File: src/rtl/scrambler_seq.sv
// Frame sequencer for the serial LFSR scrambler: seed-load pulse, word fetch, MSB-first bit issue.
// Optional macro SCRAMBLER_SEQ_FRAME_CNT_EN adds a 16-bit completed-frame counter output.
module scrambler_seq #(
  parameter int WORD_W = 8,
  parameter int LEN_W  = 16
) (
  input  logic              clk,
  input  logic              reset,
  input  logic              start,
  input  logic [31:0]       cfg_seed,
  input  logic [LEN_W-1:0]  frame_len,
  input  logic              abort,
  input  logic              in_valid,
  input  logic [WORD_W-1:0] in_data,
  output logic              in_ready,
  output logic              scr_reset,
  output logic [31:0]       scr_seed,
  output logic              scr_enable,
  output logic              scr_data_in,
  output logic              out_bit_valid,
  output logic              out_last,
  output logic              busy,
  output logic              done,
  output logic              aborted
`ifdef SCRAMBLER_SEQ_FRAME_CNT_EN
  ,
  output logic [15:0]       frame_cnt
`endif
);

  localparam int CNT_W = (WORD_W > 1) ? $clog2(WORD_W) : 1;

  typedef enum logic [2:0] {
    ST_IDLE  = 3'd0,
    ST_LOAD  = 3'd1,
    ST_FETCH = 3'd2,
    ST_SHIFT = 3'd3,
    ST_DONE  = 3'd4
  } state_t;

  state_t            state_q, state_d;
  logic [31:0]       seed_q, seed_d;
  logic [LEN_W-1:0]  len_q, len_d;
  logic [LEN_W-1:0]  words_left_q, words_left_d;
  logic [WORD_W-1:0] shift_q, shift_d;
  logic [CNT_W-1:0]  bit_cnt_q, bit_cnt_d;
  logic in_ready_q, in_ready_d;
  logic scr_reset_q, scr_reset_d;
  logic scr_enable_q, scr_enable_d;
  logic scr_data_in_q, scr_data_in_d;
  logic out_bit_valid_q, out_bit_valid_d;
  logic out_last_q, out_last_d;
  logic busy_q, busy_d;
  logic done_q, done_d;
  logic aborted_q, aborted_d;

  // Next-state, datapath and registered-output decode.
  always_comb begin
    state_d      = state_q;
    seed_d       = seed_q;
    len_d        = len_q;
    words_left_d = words_left_q;
    shift_d      = shift_q;
    bit_cnt_d    = bit_cnt_q;
    out_last_d   = 1'b0;
    aborted_d    = 1'b0;

    case (state_q)
      ST_IDLE: begin
        if (start) begin
          seed_d  = cfg_seed;
          len_d   = frame_len;
          state_d = ST_LOAD;
        end else begin
          state_d = ST_IDLE;
        end
      end
      ST_LOAD: begin
        words_left_d = len_q;
        if (len_q == {LEN_W{1'b0}}) begin
          state_d = ST_DONE;
        end else begin
          state_d = ST_FETCH;
        end
      end
      ST_FETCH: begin
        if (in_valid) begin
          shift_d      = in_data;
          bit_cnt_d    = CNT_W'(WORD_W - 1);
          words_left_d = words_left_q - LEN_W'(1);
          state_d      = ST_SHIFT;
        end else begin
          state_d = ST_FETCH;
        end
      end
      ST_SHIFT: begin
        shift_d   = {shift_q[WORD_W-2:0], 1'b0};
        bit_cnt_d = bit_cnt_q - CNT_W'(1);
        if (bit_cnt_q == {CNT_W{1'b0}}) begin
          if (words_left_q == {LEN_W{1'b0}}) begin
            state_d    = ST_DONE;
            out_last_d = 1'b1;
          end else begin
            state_d = ST_FETCH;
          end
        end else begin
          state_d = ST_SHIFT;
        end
      end
      ST_DONE: begin
        state_d = ST_IDLE;
      end
      default: begin
        state_d = ST_IDLE;
      end
    endcase

    // Abort overrides every transition; the last-bit marker of a cut frame is dropped.
    if (abort && (state_q != ST_IDLE)) begin
      state_d    = ST_IDLE;
      aborted_d  = 1'b1;
      out_last_d = 1'b0;
    end else begin
      aborted_d = 1'b0;
    end

    scr_reset_d     = (state_d == ST_LOAD);
    in_ready_d      = (state_d == ST_FETCH);
    scr_enable_d    = (state_d == ST_SHIFT);
    scr_data_in_d   = (state_d == ST_SHIFT) ? shift_d[WORD_W-1] : 1'b0;
    busy_d          = (state_d != ST_IDLE);
    done_d          = (state_d == ST_DONE);
    out_bit_valid_d = scr_enable_q;
  end

  // Sequencer state and output registers with synchronous reset.
  always_ff @(posedge clk) begin
    if (reset) begin
      state_q         <= ST_IDLE;
      seed_q          <= 32'd0;
      len_q           <= {LEN_W{1'b0}};
      words_left_q    <= {LEN_W{1'b0}};
      shift_q         <= {WORD_W{1'b0}};
      bit_cnt_q       <= {CNT_W{1'b0}};
      in_ready_q      <= 1'b0;
      scr_reset_q     <= 1'b0;
      scr_enable_q    <= 1'b0;
      scr_data_in_q   <= 1'b0;
      out_bit_valid_q <= 1'b0;
      out_last_q      <= 1'b0;
      busy_q          <= 1'b0;
      done_q          <= 1'b0;
      aborted_q       <= 1'b0;
    end else begin
      state_q         <= state_d;
      seed_q          <= seed_d;
      len_q           <= len_d;
      words_left_q    <= words_left_d;
      shift_q         <= shift_d;
      bit_cnt_q       <= bit_cnt_d;
      in_ready_q      <= in_ready_d;
      scr_reset_q     <= scr_reset_d;
      scr_enable_q    <= scr_enable_d;
      scr_data_in_q   <= scr_data_in_d;
      out_bit_valid_q <= out_bit_valid_d;
      out_last_q      <= out_last_d;
      busy_q          <= busy_d;
      done_q          <= done_d;
      aborted_q       <= aborted_d;
    end
  end

  assign in_ready      = in_ready_q;
  assign scr_reset     = scr_reset_q;
  assign scr_seed      = seed_q;
  assign scr_enable    = scr_enable_q;
  assign scr_data_in   = scr_data_in_q;
  assign out_bit_valid = out_bit_valid_q;
  assign out_last      = out_last_q;
  assign busy          = busy_q;
  assign done          = done_q;
  assign aborted       = aborted_q;

`ifdef SCRAMBLER_SEQ_FRAME_CNT_EN
  logic [15:0] frame_cnt_q, frame_cnt_d;

  // Completed frames counted on the done pulse; wraps naturally at 16 bits.
  always_comb begin
    if (done_q) begin
      frame_cnt_d = frame_cnt_q + 16'd1;
    end else begin
      frame_cnt_d = frame_cnt_q;
    end
  end

  // Frame counter register.
  always_ff @(posedge clk) begin
    if (reset) begin
      frame_cnt_q <= 16'd0;
    end else begin
      frame_cnt_q <= frame_cnt_d;
    end
  end

  assign frame_cnt = frame_cnt_q;
`endif

endmodule

File: config.mk
export PLATFORM = sky130hd
export DESIGN_NAME = scrambler_seq
export DESIGN_NICKNAME = d
export VERILOG_FILES = /design/src/rtl/scrambler_seq.sv
export SDC_FILE = /design/constraint.sdc
export NUM_CORES = 1
export LEC_CHECK = 0
export ABC_AREA = 1
export BUFFER_PORTS_ARGS = -buffer_cell sky130_fd_sc_hd__buf_2
export CORE_ASPECT_RATIO = 0.6
export CORE_MARGIN = 2
export CORE_UTILIZATION = 45
export DETAILED_ROUTE_END_ITERATION = 16
export MAX_ROUTING_LAYER = met4
export PLACE_DENSITY_LB_ADDON = 0.2
export SETUP_SLACK_MARGIN = 0.3
export SLEW_MARGIN = 10
export SYNTH_ARGS = -nofsm -noshare
export SYNTH_HDL_FRONTEND = slang
export SYNTH_SLANG_ARGS = --single-unit
File: constraint.sdc
create_clock -name clk -period 2.6 [get_ports clk]
set_input_delay 0.13 -clock clk [delete_from_list [all_inputs] [get_ports clk]]
set_output_delay 0.13 -clock clk [all_outputs]
set_load 0.01 [all_outputs]
==> metrics.txt <==
layout cells sized above 1=between 20% and 30%; CTS Buffer Depth=2; first-pass GRT wire length=between 10 and 15 mm; critical path buffer and inverter count=1; DP HPWL=slightly above 6 mm; top achievable clock speed=0.5895 GHz; clock latency on the worst-skew pair=330 ps; CP Data Arrival Time=between 1500 and 2000 ps; clock root cell=clkbuf_16; Resize count post-CTS=0; PwrDens=about 1100 mW/mm^2; Crit Path Class=reg -> reg; area delta synth->final=22.53%; die height=around 75 um; Slowest-stage cell, CP=buf_4; top post-synthesis cells by area=dfxtp_1 46%, a21oi_1 9.1%, o21ai_0 8.2%; Core Area=0.008008 mm^2; Antenna Nets Post-Route=0; # clock sinks=87; final cycle utilization of the critical path=roughly 65%; Final setup viols=0; number of global-route vias before repair=roughly 3.1k; Slew Limit Fails=0; antenna violations before repair=0; clock skew=just under 5 ps; All-Layer GR Usage=20.84%; Synth cell types=30; Ys Warns=0; drt pass-1 iters=5; worst slew pin tran=about 790 ps; pin count of the biggest net entering global routing=about 100; # hold bufs at CTS=0; Leak=~2.2 nW; crit end category=flop; Startpoint Class=flop; Syn Nets=580; WL/cell=between 10 and 15 um; Final min period=1696 ps; setup_tns=0 ps; nets=just under 700; Hold Slack=about 57 ps; H-tree depth=3; Initial DRC Count=approximately 340; Worst path top cell family by delay=buffers and inverters; max incr delay on CP=630 ps; Min-Delay Path Class=in -> reg; drt via density=4.908; post-layout util=57.88%; Post-Syn Area=between 0.003 and 0.004 mm^2; Fin. Hold Viols=0; via count=around 3.5k; Routability Congestion=between 0.9 and 1; average size of a mapped cell=roughly 7.3 um^2; RSZ-0062 raised after global routing=false; Cells after Synth=515; post-synth top area share=46.05%; DRC=0; Die Wd=122.4 um; Yosys reg bits=87; # rows=25; status=complete, no violations; Worst-path clk slew=around 60 ps; global route overflow=0; Worst Path Required=roughly 2900 ps; post-synth top area cell=dfxtp_1; CTS tree=built; Worst VDD drop=about 0.46 mV; io pins=a little over 100; post-synthesis sequential area ratio=approximately 46%; critical path, cell by cell=nor2_1 -> nand3_2 -> buf_4 -> o21ai_0 -> a21oi_1; Port Buffer Count=101; Inserted Clock Buffers=9; post-CTS setup buffer count=0; max_slew headroom=between 40% and 50%; diode count=0; Initial Utilization=47.23%; Die ar.=around 0.0092 mm^2; Max Cap Viol=0; Routed WL=between 8 and 9 mm; worst-path fanout max=between 90 and 100
-- tightest hold or removal path: cells and delay by family --
kind                   cells  cell delay [ps]
buffers and inverters      1               90
AO/OA/AOI/OAI              1               60
AND/OR/NAND/NOR            1               50
-- cell type report --
type	instances	area, um^2
clock inverter	4	47.55
tap	108	135.1
inverter	83	312.8
multi-input combinational	321	1609
fill	764	3373
clock buffer	11	232.7
timing repair buffer	106	555.5
sequential	87	1742
-- per-stage QoR --
stage	setup WS (ps)	instance area [um^2]	instances	power, W
final	903.7	4634	720	0.005289
after global routing	696.3	4634	720	0.005728
after CTS	885.7	4634	720	0.005298
after detailed placement	905.5	4354	705	0.004041
after global placement	988.5	4354	705	0.004002
after floorplan	1345	3782	515	0.003509
-- flip-flops by register name (all words and copies together), names as in the netlist, 3 cells and up --
signal	count
words_left_q	16
scr_seed	32
state_q	3
shift_q	8
len_q	16
bit_cnt_q	3
-- power breakdown --
part | leakage [nW] | internal (W) | total (W) | switching (W)
Sequential | 0.716 | 0.00168 | 0.00189 | 0.000213
Combinational | 1.32 | 0.000736 | 0.00217 | 0.00143
Clock | 0.135 | 0.000736 | 0.00123 | 0.000494
-- cell usage in the layout (no fill, tap or decap), types with 2 or more instances in the layout --
cell type / netlist / routed
buf_2: 8 / 101
dfxtp_1: 87 / 87
inv_1: 82 / 82
nand2_1: 81 / 81
a21oi_1: 69 / 69
o21ai_0: 62 / 62
nor2_1: 40 / 40
nand3_1: 21 / 21
clkbuf_16: 0 / 9
o21ai_1: 8 / 8
nor2_2: 5 / 5
a31oi_1: 5 / 5
a22oi_1: 5 / 5
xor2_1: 4 / 4
ha_1: 4 / 4
buf_4: 1 / 4
nand2_4: 3 / 3
clkinv_2: 1 / 3
nand4_1: 2 / 2
nor2_4: 2 / 2
a221oi_1: 2 / 2
nand3b_1: 2 / 2
clkbuf_1: 12 / 2
-- cells by family (layout without fill, tap and decap cells) --
logic type                 Yosys count  count (layout)  share of synthesized area [%]
xor gates and xnor gates             4               4                         0.9261
buffers and inverters              107             204                          11.41
DFF                                 87              87                          46.05
AOI/OAI and AO/OA                  153             153                          21.07
adders and majority gates            4               4                          1.323
and+or+nand+nor                    160             160                          19.22
-- synthesized netlist by cell type (all sizes together) --
library cell / instances
a31oi: 5
nor3: 1
o21ai: 70
nand4: 2
clkbuf: 12
nor2: 47
buf: 12
nand3b: 2
xor2: 4
inv: 82
a22oi: 5
o31ai: 1
nand2: 85
nand3: 23
ha: 4
clkinv: 1
a211oi: 1
a21oi: 69
a221oi: 2
dfxtp: 87
-- per-layer routing --
metal | global-route usage [%] | vias to the layer above | part of all wire [%]
li1 | - | 1840 | -
met1 | 28.56 | 1585 | 49
met2 | 29.26 | 102 | 42
met3 | 7.500 | 7 | 7.9
met4 | 4.853 | 0 | 0.60
met5 | - | - | 0
-- worst paths after layout --
path | start | endpoint | slack [ps] | cells after the start
worst max-delay path | state_q[2] | len_q[13] | 900 | 5
worst min-delay path | in_data[0] | shift_q[0] | 60 | 3
worst max register to register | state_q[2] | len_q[13] | 900 | 5
worst min register to register | scr_enable | out_bit_valid | 420 | 2
No activity file was read; power rests on OpenSTA's default activity.
